`config.mk`:
```
export PLATFORM = sky130hd
export DESIGN_NAME = pc_gen_flat
export DESIGN_NICKNAME = d
export VERILOG_FILES = /design/src/rtl/pc_gen_if.sv /design/src/rtl/pc_gen.sv /design/src/flat_wrapper.sv
export SDC_FILE = /design/constraint.sdc
export NUM_CORES = 1
export LEC_CHECK = 0
export ABC_CLOCK_PERIOD_IN_PS = 2300
export BUFFER_PORTS_ARGS = -buffer_cell sky130_fd_sc_hd__buf_4
export CORE_MARGIN = 2
export CORE_UTILIZATION = 43
export CTS_CLUSTER_DIAMETER = 50
export CTS_CLUSTER_SIZE = 28
export DETAILED_ROUTE_END_ITERATION = 10
export PLACE_DENSITY = 0.74
export SLEW_MARGIN = 20
export SYNTH_ARGS = -nofsm -noshare
export SYNTH_HDL_FRONTEND = slang
export SYNTH_SLANG_ARGS = --single-unit
```
`constraint.sdc`:
```
create_clock -name clk -period 2.3 [get_ports clk]
set_input_delay 0.115 -clock clk [delete_from_list [all_inputs] [get_ports clk]]
set_output_delay 0.115 -clock clk [all_outputs]
set_load 0.02 [all_outputs]
```
`src/rtl/pc_gen_if.sv`:
```
// rtl/pc_gen_if.sv - fetch PC generator control and status bundle
interface pc_gen_if #(
  parameter int unsigned XLEN = 32
);
  logic            stall;
  logic            redirect_valid;
  logic [XLEN-1:0] redirect_target;
  logic            call;
  logic            ret;
  logic [XLEN-1:0] pc;
  logic            pc_valid;
  logic            misalign;
  logic            ras_empty;
  logic            ras_full;

  modport master (
    output stall, redirect_valid, redirect_target, call, ret,
    input  pc, pc_valid, misalign, ras_empty, ras_full
  );

  modport slave (
    input  stall, redirect_valid, redirect_target, call, ret,
    output pc, pc_valid, misalign, ras_empty, ras_full
  );
endinterface

```
`src/rtl/pc_gen.sv`:
```
// rtl/pc_gen.sv - fetch-stage program counter with redirects and return-address stack
// The return-address stack is built only when PC_RAS_EN is defined.
module pc_gen #(
  parameter int unsigned     XLEN      = 32,
  parameter logic [XLEN-1:0] RESET_VEC = '0,
  parameter int unsigned     INC       = 4,
  parameter int unsigned     RAS_DEPTH = 4
) (
  input logic     clk,
  input logic     rst,
  pc_gen_if.slave bus
);
  localparam logic [XLEN-1:0] INC_W = XLEN'(INC);

  logic [XLEN-1:0] pc_q;
  logic [XLEN-1:0] pc_next;
  logic [XLEN-1:0] pc_inc;
  logic            valid_q;
  logic            misalign_q;
  logic            ras_has;
  logic [XLEN-1:0] ras_top;
  logic            push;
  logic            pop;
  logic            replace;

  assign pc_inc       = pc_q + INC_W;
  assign bus.pc       = pc_q;
  assign bus.pc_valid = valid_q;
  assign bus.misalign = misalign_q;

  // The first edge out of reset only raises pc_valid; fetch starts from RESET_VEC.
  always_comb begin
    pc_next = pc_q;
    push    = 1'b0;
    pop     = 1'b0;
    replace = 1'b0;
    if (!valid_q) begin
      pc_next = pc_q;
    end else if (bus.ret && ras_has) begin
      pc_next = ras_top;
      replace = bus.call;
      pop     = !bus.call;
    end else if (bus.ret) begin
      pc_next = bus.redirect_valid ? bus.redirect_target : pc_inc;
      push    = bus.call;
    end else if (bus.redirect_valid) begin
      pc_next = bus.redirect_target;
      push    = bus.call;
    end else if (!bus.stall) begin
      pc_next = pc_inc;
    end
  end

  always_ff @(posedge clk or posedge rst) begin
    if (rst) begin
      pc_q       <= RESET_VEC;
      valid_q    <= 1'b0;
      misalign_q <= (RESET_VEC[1:0] != 2'b00);
    end else begin
      pc_q       <= pc_next;
      valid_q    <= 1'b1;
      misalign_q <= (pc_next[1:0] != 2'b00);
    end
  end

`ifdef PC_RAS_EN
  localparam int unsigned     PTR_W   = (RAS_DEPTH > 1) ? $clog2(RAS_DEPTH) : 1;
  localparam int unsigned     CNT_W   = $clog2(RAS_DEPTH + 1);
  localparam logic [CNT_W-1:0] CNT_MAX = CNT_W'(RAS_DEPTH);

  logic [XLEN-1:0]  ras_mem [RAS_DEPTH];
  logic [PTR_W-1:0] ras_ptr;
  logic [PTR_W-1:0] ras_top_idx;
  logic [CNT_W-1:0] ras_cnt;

  // ras_ptr is the next free slot; when full it lands on the oldest entry.
  assign ras_top_idx   = ras_ptr - PTR_W'(1);
  assign ras_top       = ras_mem[ras_top_idx];
  assign ras_has       = (ras_cnt != '0);
  assign bus.ras_empty = (ras_cnt == '0);
  assign bus.ras_full  = (ras_cnt == CNT_MAX);

  always_ff @(posedge clk or posedge rst) begin
    if (rst) begin
      ras_ptr <= '0;
      ras_cnt <= '0;
    end else if (push) begin
      ras_ptr <= ras_ptr + PTR_W'(1);
      if (ras_cnt != CNT_MAX) begin
        ras_cnt <= ras_cnt + CNT_W'(1);
      end
    end else if (pop) begin
      ras_ptr <= ras_ptr - PTR_W'(1);
      ras_cnt <= ras_cnt - CNT_W'(1);
    end
  end

  always_ff @(posedge clk) begin
    if (push) begin
      ras_mem[ras_ptr] <= pc_inc;
    end else if (replace) begin
      ras_mem[ras_top_idx] <= pc_inc;
    end
  end
`else
  logic ras_unused;

  assign ras_has       = 1'b0;
  assign ras_top       = '0;
  assign bus.ras_empty = 1'b1;
  assign bus.ras_full  = 1'b0;
  assign ras_unused    = ^{push, pop, replace};
`endif
endmodule

```
`src/flat_wrapper.sv`:
```
// flat-port wrapper written by rule: the top's interface ports become plain ports
module pc_gen_flat 
#(
  parameter int unsigned     XLEN      = 32,
  parameter logic [XLEN-1:0] RESET_VEC = '0,
  parameter int unsigned     INC       = 4,
  parameter int unsigned     RAS_DEPTH = 4
)
  (clk, rst, bus_stall, bus_redirect_valid, bus_redirect_target, bus_call, bus_ret, bus_pc, bus_pc_valid, bus_misalign, bus_ras_empty, bus_ras_full);
  pc_gen_if #(.XLEN(XLEN)) bus_i ();
  input logic clk;
  input logic rst;
  input wire logic [$bits(bus_i.stall)-1:0] bus_stall;
  input wire logic [$bits(bus_i.redirect_valid)-1:0] bus_redirect_valid;
  input wire logic [$bits(bus_i.redirect_target)-1:0] bus_redirect_target;
  input wire logic [$bits(bus_i.call)-1:0] bus_call;
  input wire logic [$bits(bus_i.ret)-1:0] bus_ret;
  output wire logic [$bits(bus_i.pc)-1:0] bus_pc;
  output wire logic [$bits(bus_i.pc_valid)-1:0] bus_pc_valid;
  output wire logic [$bits(bus_i.misalign)-1:0] bus_misalign;
  output wire logic [$bits(bus_i.ras_empty)-1:0] bus_ras_empty;
  output wire logic [$bits(bus_i.ras_full)-1:0] bus_ras_full;
  assign bus_i.stall = bus_stall;
  assign bus_i.redirect_valid = bus_redirect_valid;
  assign bus_i.redirect_target = bus_redirect_target;
  assign bus_i.call = bus_call;
  assign bus_i.ret = bus_ret;
  assign bus_pc = bus_i.pc;
  assign bus_pc_valid = bus_i.pc_valid;
  assign bus_misalign = bus_i.misalign;
  assign bus_ras_empty = bus_i.ras_empty;
  assign bus_ras_full = bus_i.ras_full;
  pc_gen #(.XLEN(XLEN), .RESET_VEC(RESET_VEC), .INC(INC), .RAS_DEPTH(RAS_DEPTH)) u_core (.clk(clk), .rst(rst), .bus(bus_i));
endmodule
```
# ---- Word level (Yosys, flattened, before mapping)
# Cells that the tools add are included.
# Widths: inputs -> output; s select.
dict set report op_classes {
  bitwise 0
  eq_ne 1
  div 0
  n_mux 5
  add_sub_neg 1
  reduce_logical 2
  shift 0
  mul 0
  n_lt_le_gt_ge 0
}
# op count
set ops {}
lappend ops {{$mux 32} 4}
lappend ops {{$add 32x3->32 const B} 1}
lappend ops {{$ne 3x1->1 const B} 1}
lappend ops {{$mux 2} 1}
lappend ops {{$reduce_and 2->1} 1}
lappend ops {{$reduce_bool 2->1} 1}
dict set report totals {
  memories 0
  romBits 0
  mem_bits_rw 0
  regBits 34
  inputBits 38
  out_inout_bits 36
  latchBits 0
}

# ---- Logic depth before layout (Yosys ltp)
# Gate-level depths: netlist (run 1).
dict set report logic_depth {
  word_depth 6
  ltp_mapped 7
  ltp_nobuf 6
}

# ---- Worst setup path before layout (run 1)
# Ideal clock, no wire load.
dict set report synth_path {
  path_kind {register to register}
  startpoint {register u_core.pc_q[2], in the netlist u_core.bus.pc[2]}
  endpoint {register u_core.pc_q[30], in the netlist u_core.bus.pc[30]}
  slack_ns 0.178
  stages_incl_launch_ff 7
  setup_ns 0.069
  t_arrival_ns 2.053
  cell_sequence {dfrtp_1 -> ha_1 -> nand4_1 -> or3_4 -> nand2b_4 -> or4_1 -> nand3_1}
}
dict set report synth_via {
  elab_chain_len 4
  word_cells_on_any_way 5
  classes_between {1 x add/sub; 4 x mux}
}
# element line
set synth_rtl {}
lappend synth_rtl {{from (decl)} pc_gen.sv:15} ;# logic [XLEN-1:0] pc_q;
lappend synth_rtl {{from (signal assigned)} pc_gen.sv:60} ;# pc_q <= pc_next;
lappend synth_rtl {{$add 32x3->32 *} pc_gen.sv:26} ;# assign pc_inc = pc_q + INC_W;
lappend synth_rtl {{$mux 32} pc_gen.sv:49} ;# end else if (!bus.stall) begin
lappend synth_rtl {{$mux 32} pc_gen.sv:46} ;# end else if (bus.redirect_valid) begin
lappend synth_rtl {{$mux 32 *} pc_gen.sv:43} ;# end else if (bus.ret) begin
# Mark *: on every way between the ends. The rest lies on a longest branch, timed or not. The select of a mux whose other input is x is not followed.
# A chain may end at the register's enable or synchronous reset.

# ---- Worst setup path in the final report (run 1)
# Same ends and word-level chain as after synthesis.

==> results of run 1 <==
## layout make-up
type / count / area, um^2
inverter: 5 / 18.8
timing repair buffer: 83 / 626
sequential: 34 / 851
fill: 453 / 1890
tap: 67 / 83.8
clock inverter: 3 / 45.0
multi-input combinational: 187 / 1140
clock buffer: 5 / 68.8
## worst paths after layout
| path | startpoint | to | slack (ns) | depth (start not counted) |
|---|---|---|---|---|
| worst max-delay path | u_core.bus.pc[2]$_DFFE_PP0P_ | u_core.bus.pc[30]$_DFFE_PP0P_ | 0.16 | 6 |
| max in group asynchronous | rst | u_core.bus.pc[24]$_DFFE_PP0P_ | 1.49 | 4 |
| worst max register to register | u_core.bus.pc[2]$_DFFE_PP0P_ | u_core.bus.pc[30]$_DFFE_PP0P_ | 0.16 | 6 |
| worst min register to register | u_core.bus.pc[1]$_DFF_PP0_ | u_core.bus.pc[1]$_DFF_PP0_ | 0.51 | 2 |
| min in group asynchronous | rst | u_core.bus.pc[13]$_DFFE_PP0P_ | 0.48 | 4 |
| worst min-delay path | bus_redirect_target[0] | u_core.bus.pc[0]$_DFF_PP0_ | 0.03 | 3 |
## cell usage in the layout (no fill, tap or decap), types with 3 or more instances in the layout
| cell type | netlist | routed |
|---|---|---|
| conb_1 | 2 | 3 |
| o22a_1 | 3 | 3 |
| o22ai_1 | 5 | 5 |
| nand4_1 | 8 | 8 |
| mux2i_1 | 5 | 5 |
| clkbuf_8 | 2 | 5 |
| o21a_1 | 4 | 4 |
| and3_1 | 8 | 8 |
| nand2_1 | 24 | 24 |
| dfrtp_1 | 34 | 34 |
| a31oi_1 | 4 | 4 |
| a21oi_1 | 16 | 16 |
| nor4_1 | 4 | 4 |
| nand3_1 | 11 | 11 |
| a211oi_1 | 6 | 6 |
| o21ai_0 | 10 | 10 |
| or3_1 | 4 | 4 |
| inv_1 | 4 | 4 |
| o32ai_1 | 3 | 3 |
| nor3_1 | 12 | 12 |
| buf_4 | 3 | 82 |
| nor2_1 | 18 | 18 |
| a311oi_1 | 7 | 7 |
## critical path, cell delays in order, from the launching register on
cell	delay, ns
dfrtp_1	0.46
ha_1	0.22
nand4_1	0.19
or3_4	0.41
nand2b_4	0.17
or4_1	0.52
nand3_1	0.10
## registers in the layout, indices dropped and copies added (netlist names)
signal,count
u_core.bus.pc_valid,1
u_core.bus.pc,32
u_core.bus.misalign,1
## kinds of logic (layout without fill, tap and decap cells)
logic type / after synthesis / count (layout) / share of synthesized area [%]
AO/OA/AOI/OAI: 70 / 70 / 23.0
other: 2 / 3 / 0.357
adder cells (fa/ha/maj): 1 / 1 / 0.595
AND/OR/NAND/NOR: 107 / 107 / 27.4
flip-flops: 34 / 34 / 40.5
multiplexers: 6 / 6 / 2.92
buffers and inverters: 21 / 96 / 5.24
## through the flow
| step | cells | instance area, um^2 |
|---|---|---|
| global placement | 375 | 2710 |
| finish | 384 | 2840 |
| floorplan | 242 | 2110 |
| CTS | 384 | 2840 |
| detailed placement | 375 | 2710 |
| global route | 384 | 2840 |
## power breakdown
part	leakage [nW]	internal, W	switching [W]	total, W
clock	0.0504	0.000322	0.000240	0.000563
sequential	0.388	0.000685	0.000130	0.000815
combinational	0.821	0.000269	0.000322	0.000590
## Yosys cell counts (3+ instances only)
cell	count	area share, %
nand2_1	24	4.3
inv_1	4	0.71
nor2_1	18	3.2
clkbuf_1	10	1.8
a21oi_1	16	3.8
o32ai_1	3	1.3
a31oi_1	4	1.2
o22a_1	3	1.3
dfrtp_1	34	40
nand3_1	11	2.6
o21ai_0	10	2.4
nor3_1	12	2.9
or3_1	4	1.2
buf_4	3	1.1
o22ai_1	5	1.5
a311oi_1	7	2.9
nor4_1	4	1.2
a211oi_1	6	2.1
mux2i_1	5	2.4
o21a_1	4	1.4
nand4_1	8	2.4
and3_1	8	2.4
## per-layer routing
layer  wire [um]  global-route usage [%]  vias up
li1            -                       -     1073
met1        2860                    32.6     1055
met2        2910                    36.7       96
met3         399                    4.66        7
met4          79                    7.68        0
met5           0                       0        -
==> out/qor.txt, run 1 <==
Total Routed Length: 6250 um
Worst setup EP type: flop
Asr flop ratio synth: 100%
Max-slew headroom: 42.5%
Die area: 5460 um^2
Sequential area share after synthesis: 40.5%
Final period util: 93.0%
Largest net degree at the start of global routing: 35
Total grt overflow: 0
Status: finished clean
Setup bufs post-CTS: 0
Antenna diode count: 0
Mean post-synth cell area: 8.72 um^2
Area Growth Syn to Fin: 35.0%
Final RePlAce weighted congestion: 0.892
Min Hold Slack: 0.0308 ns
Worst-Margin Slew: 0.853 ns
Skew final: 0.00685 ns
Synth Instances: 241
Final worst slack: 0.161 ns
H-Tree Depth: 2
Clk buf depth: 2
Setup total negative slack: 0 ns
Syn. warnings: 0
Clk slew on worst S/H paths: 0.08 ns
Total core area: 4720 um^2
CTS tree: yes
Root Driver: clkbuf_8
DR vias: 2231
Starting Density: 44.5%
Worst-Skew Late Latency: 0.29 ns
CTS Buf Count: 5
Top-level I/O count: 74
Final Max Slew Viols: 0
Maximum VDD drop: 344 uV
First-pass GRT wire length: 9830 um
Initial antenna violation count: 0
Post-CTS sizing: 0
Post-DP HPWL: 4460 um
Area of the mapped netlist: 2100 um^2
Synth Flop Type: dfrtp_1
Worst EP arrival: 2.37 ns
DRC viols: 0
Tot Pwr: 0.00197 W
Die Ht: 73.9 um
Row count: 25
Antenna-violating nets left: 0
Crit start category: flop
Final setup vio count: 0
Worst Path Required: 2.53 ns
Vias in the first global route: 2014
IO buf count: 70
Chip width: 73.9 um
Vias per cell: 5.81
PD cells: 694 nW/um^2
Maxcap violations: 0
EDFF count, synth: 0
Unrepaired setup endpoints after global routing: false
CP max FO: 7
TritonRoute pass-1 iters: 4
Share of layout cells above drive strength 1: 31.9%
Finished Core Util: 60.1%
Distinct cells, synth: 52
Crit path kind: reg -> reg
Fin. Hold Viols: 0
Fin nets: 355
Synth Register Bits: 34
Post-Place Worst Slack: 0.199 ns
Hold Buf Count CTS: 1
Total track usage: 23.4%
Clock sink count: 34
Leak: 1.26 nW
Max Clock Freq: 0.468 GHz
WL/cell: 16.3 um
Min cycle time layout: 2.14 ns
HP Class: in -> reg
DR iter-0 viols: 148
(Power assumes the default switching activity.)
==> inputs of run 2 (changes only) <==
--- a/config.mk
+++ b/config.mk
@@ -12,7 +12,7 @@
 export CTS_CLUSTER_DIAMETER = 50
 export CTS_CLUSTER_SIZE = 28
 export DETAILED_ROUTE_END_ITERATION = 10
-export PLACE_DENSITY = 0.74
+export PLACE_DENSITY = 0.67
 export SLEW_MARGIN = 20
 export SYNTH_ARGS = -nofsm -noshare
 export SYNTH_HDL_FRONTEND = slang
==> run 2 against run 1 <==
  * Wire length rose by 0.93%
  * Non-clock buffer count rose by 2
  * Via count increased by 0.36%
  * Global-route usage is 1.5 points higher
  * Die area unchanged
  * Hold slack improved by 0.0082 ns
  * Critical endpoint unchanged
  * Power fell by 5.0%
  * Largest cell class unchanged
  * Fmax rose by 3.1%
==> out/qor.txt, run 2 (synthesis gave the netlist of run 1 again) <==
Status: finished clean
PD cells: 661 nW/um^2
Commonest non-fill, non-tap cell in the layout: buf_4
Clock Power Share: 24.9%
Max-slew headroom: 65.2%
Worst setup EP type: flop
Placed inst area: 2730 um^2
Max FFs per register: 32
Total Routed Length: 6310 um
Antenna-violating nets left: 0
Worst-Skew Late Latency: 0.29 ns
Unrepaired setup endpoints after global routing: false
Setup total negative slack: 0 ns
CTS Buf Count: 5
DR vias: 2239
Top-level I/O count: 74
Clk buf depth: 2
Vias per cell: 5.80
Chip width: 73.9 um
Row count: 25
Final setup vio count: 0
First-pass GRT wire length: 10300 um
Combinational power share: 31.7%
Sequential share of power: 43.4%
Total core area: 4720 um^2
Crit path kind: reg -> reg
Post-CTS sizing: 0
Total grt overflow: 0
H-Tree Depth: 2
Fin. Hold Viols: 0
Maxcap violations: 0
Sw frac: 36.0%
Maximum VDD drop: 392 uV
Depth of the worst hold-timing path: 3
Antenna diode count: 0
Skew final: 0.00764 ns
Area Growth Syn to Fin: 34.6%
Leak: 1.27 nW
Largest net degree at the start of global routing: 35
Pint: 0.00120 W
Total track usage: 24.9%
TritonRoute pass-1 iters: 4
Clk slew on worst S/H paths: 0.07 ns
Initial antenna violation count: 0
DRC viols: 0
Most frequent cells in the layout: 84 x buf_4, 34 x dfrtp_1, 24 x nand2_1, 18 x nor2_1, 16 x a21oi_1
Final period util: 90.2%
HP Class: in -> reg
Worst EP arrival: 2.30 ns
CTS tree: yes
WL/cell: 16.3 um
IO buf count: 70
Final Max Slew Viols: 0
Starting Density: 44.5%
Post-DP HPWL: 4520 um
Reg2Reg Depth: 6
Clock sink count: 34
Worst Path Required: 2.53 ns
Die Ht: 73.9 um
Design Area, Final: 2830 um^2
Min cycle time layout: 2.08 ns
CP max FO: 7
Share of layout cells above drive strength 1: 32.0%
Final RePlAce weighted congestion: 0.820
DR iter-0 viols: 220
Crit start category: flop
Root Driver: clkbuf_8
Max Clock Freq: 0.482 GHz
Vias in the first global route: 2053
Worst-Margin Slew: 0.516 ns
Fin nets: 357
Die area: 5460 um^2
Psw: 0.000672 W
[run 2: per-layer routing]
metal / share of wire (%) / vias to the layer above / track usage, %
met2: 48 / 71 / 37.9
met3: 7.1 / 7 / 3.84
met5: 0 / - / 0
met4: 1.2 / 0 / 10.5
met1: 44 / 1088 / 35.3
li1: - / 1073 / -
[run 2: final timing paths]
| path | from | endpoint | slack (ns) |
|---|---|---|---|
| setup / recovery | u_core.bus.pc[2]$_DFFE_PP0P_ | u_core.bus.pc[30]$_DFFE_PP0P_ | 0.22 |
| hold / removal | bus_redirect_target[1] | u_core.bus.pc[1]$_DFF_PP0_ | 0.04 |
| setup reg to reg | u_core.bus.pc[2]$_DFFE_PP0P_ | u_core.bus.pc[30]$_DFFE_PP0P_ | 0.22 |
| hold reg to reg | u_core.bus.pc[1]$_DFF_PP0_ | u_core.bus.pc[1]$_DFF_PP0_ | 0.52 |
| max in group asynchronous | rst | u_core.bus.pc[6]$_DFFE_PP0P_ | 1.47 |
| min in group asynchronous | rst | u_core.bus.misalign$_DFF_PP0_ | 0.50 |
[run 2: timing repair]
action | CTS | global route
setup buffers | 0 | 0
hold endpoints to repair | 34 | 0
hold buffers | 1 | 0
setup endpoints to repair | 0 | 0
[run 2: power by group through the flow]
stage | registers [W] | logic, W | clock network (W)
2_1_floorplan | 0.000903 | 0.000240 | 0
3_3_place_gp | 0.000819 | 0.000589 | 0
3_5_place_dp | 0.000822 | 0.000595 | 0
4_1_cts | 0.000811 | 0.000598 | 0.000479
5_1_grt | 0.000830 | 0.000650 | 0.000501
6_report | 0.000812 | 0.000593 | 0.000465
[run 2: area by class of cell]
| type | count | area [um^2] |
|---|---|---|
| tap | 67 | 83.8 |
| fill | 445 | 1890 |
| timing repair buffer | 85 | 641 |
| inverter | 5 | 18.8 |
| clock inverter | 1 | 5.00 |
| clock buffer | 7 | 86.3 |
| multi-input combinational | 187 | 1140 |
| sequential | 34 | 851 |
[run 2: stage by stage]
stage | total power [W] | cells | setup WS [ns] | utilization (%) | hold slack (ns)
6_report | 0.00187 | 386 | 0.225 | 59.9 | 0.0389
5_1_grt | 0.00198 | 386 | 0.0895 | 59.9 | 0.0383
4_1_cts | 0.00189 | 386 | 0.216 | 59.9 | 0.0287
3_5_place_dp | 0.00142 | 377 | 0.235 | 57.8 | 0.258
3_3_place_gp | 0.00141 | 377 | 0.245 | 57.8 | 0.255
2_1_floorplan | 0.00114 | 242 | 0.178 | - | 0.239
[run 2: worst max-delay path: stages (launching register included)]
cell and delay [ns]:
dfrtp_1 0.44, ha_1 0.22, nand4_1 0.18, or3_4 0.42
nand2b_4 0.17, or4_1 0.50, nand3_1 0.09
==> inputs of run 3 (changes only) <==
--- a/config.mk
+++ b/config.mk
@@ -5,7 +5,7 @@
 export SDC_FILE = /design/constraint.sdc
 export NUM_CORES = 1
 export LEC_CHECK = 0
-export ABC_CLOCK_PERIOD_IN_PS = 2300
+export ABC_CLOCK_PERIOD_IN_PS = 2500
 export BUFFER_PORTS_ARGS = -buffer_cell sky130_fd_sc_hd__buf_4
 export CORE_MARGIN = 2
 export CORE_UTILIZATION = 43
==> constraint.sdc (replaced) <==
create_clock -name clk -period 2.5 [get_ports clk]
set_input_delay 0.125 -clock clk [delete_from_list [all_inputs] [get_ports clk]]
set_output_delay 0.125 -clock clk [all_outputs]
set_load 0.02 [all_outputs]
==> run 3 against run 2 <==
  * The run now ends with negative hold slack left
  * Hold slack got worse by 0.046 ns
  * Combinational power down 8.3%
  * Clock power increased by 5.6%
  * Wire length increased by 0.49%
  * Critical endpoint unchanged
==> out/qor.txt, run 3 (synthesis gave the netlist of run 1 again) <==
Post-CTS sizing: 0
Chip width: 73.9 um
Worst setup EP type: flop
Area Growth Syn to Fin: 34.0%
Most frequent cells in the layout: 81 x buf_4, 34 x dfrtp_1, 24 x nand2_1, 18 x nor2_1, 16 x a21oi_1
WL/cell: 16.6 um
PD cells: 634 nW/um^2
Clock sink count: 34
CTS tree: yes
Crit path kind: reg -> reg
DR iter-0 viols: 173
IO buf count: 70
First-pass GRT wire length: 10400 um
Vias in the first global route: 2077
DR top layer: met4
DR vias: 2193
Final RePlAce weighted congestion: 0.808
Placed inst area: 2710 um^2
Unrepaired setup endpoints after global routing: false
Die Ht: 73.9 um
Die area: 5460 um^2
Worst Path Required: 2.73 ns
Min cycle time layout: 2.06 ns
HP Class: in -> async
DRT met1 WL: 2960 um
Largest net degree at the start of global routing: 26
Setup total negative slack: 0 ns
Met3 wire len: 348 um
Antenna-violating nets left: 0
Post-DP HPWL: 4490 um
Failing checks: negative hold slack
Skew final: 0.00326 ns
Maxcap violations: 0
DRC viols: 0
Share of layout cells above drive strength 1: 31.7%
Maximum VDD drop: 331 uV
Fin. Hold Viols: 5
Setup bufs post-CTS: 0
Max-slew headroom: 44.2%
Root Driver: clkbuf_8
Commonest non-fill, non-tap cell in the layout: buf_4
Filler cells: 453
Total grt overflow: 0
Leak: 1.26 nW
Final Max Slew Viols: 0
Register area: 851 um^2
Min Hold Slack: -0.00699 ns
Starting Density: 44.5%
Area of the multi-input gates: 1140 um^2
CP max FO: 7
Worst-Skew Late Latency: 0.29 ns
Met2 WL: 2920 um
Vias per cell: 5.74
H-Tree Depth: 2
Design Area, Final: 2820 um^2
Row count: 25
TritonRoute pass-1 iters: 4
Worst EP arrival: 2.29 ns
Max Clock Freq: 0.485 GHz
Hold Buf Count CTS: 0
Clk buf depth: 2
Crit start category: flop
Final period util: 82.5%
CTS Buf Count: 5
Initial antenna violation count: 0
Final setup vio count: 0
Top-level I/O count: 74
Clk slew on worst S/H paths: 0.07 ns
Antenna diode count: 0
Total track usage: 25.1%
Status: complete, but fails checks
Total Routed Length: 6340 um
Worst-Margin Slew: 0.836 ns
Fin nets: 353
Total core area: 4720 um^2
Max FFs per register: 32
-- run 3: layout make-up --
| cell class | instances | share of cell area [%] |
|---|---|---|
| well taps | 67 | 2.98 |
| clock buffers | 8 | 3.91 |
| repair buffers | 81 | 21.6 |
| inverters | 5 | 0.666 |
| flip-flops and latches | 34 | 30.2 |
| multi-input cells | 187 | 40.6 |
-- run 3: final timing paths --
| check | from | endpoint | slack, ns | cells past startpoint |
|---|---|---|---|---|
| hold / removal | rst | u_core.bus.misalign$_DFF_PP0_ | -0.007 | 2 |
| setup / recovery | u_core.bus.pc[2]$_DFFE_PP0P_ | u_core.bus.pc[30]$_DFFE_PP0P_ | 0.44 | 6 |
| max in group asynchronous | rst | u_core.bus.pc[21]$_DFFE_PP0P_ | 1.87 | 3 |
| hold reg to reg | u_core.bus.pc[1]$_DFF_PP0_ | u_core.bus.pc[1]$_DFF_PP0_ | 0.52 | 2 |
| min in group clk | bus_redirect_target[5] | u_core.bus.pc[5]$_DFFE_PP0P_ | 0.04 | 2 |
| setup reg to reg | u_core.bus.pc[2]$_DFFE_PP0P_ | u_core.bus.pc[30]$_DFFE_PP0P_ | 0.44 | 6 |
-- run 3: worst max-delay path: stages, from the launching register on --
cell and delay [ns]:
dfrtp_1 0.45, ha_1 0.22, nand4_1 0.16, or3_4 0.41
nand2b_4 0.17, or4_1 0.50, nand3_1 0.09
-- run 3: power by group --
part	internal [W]	switching (W)	total, W
Combinational	0.000246	0.000298	0.000544
Sequential	0.000631	0.000118	0.000749
Clock	0.000278	0.000213	0.000491
-- run 3: through the flow --
step | power, W | hold slack (ns) | utilization (%) | setup WS, ns | std cells
3_3_place_gp | 0.00129 | 0.340 | 57.3 | 0.471 | 374
2_1_floorplan | 0.00105 | 0.249 | - | 0.378 | 242
6_report | 0.00178 | -0.00699 | 59.6 | 0.438 | 382
4_1_cts | 0.00178 | 0.0342 | 59.6 | 0.437 | 382
3_5_place_dp | 0.00130 | 0.345 | 57.3 | 0.455 | 374
5_1_grt | 0.00188 | 0.0519 | 59.6 | 0.272 | 382
-- run 3: layer usage --
layer  track usage (%)  up-vias
met2              38.3       68
met4              9.70        0
met5                 0        -
met1              35.7     1053
li1                  -     1062
met3              4.12       10
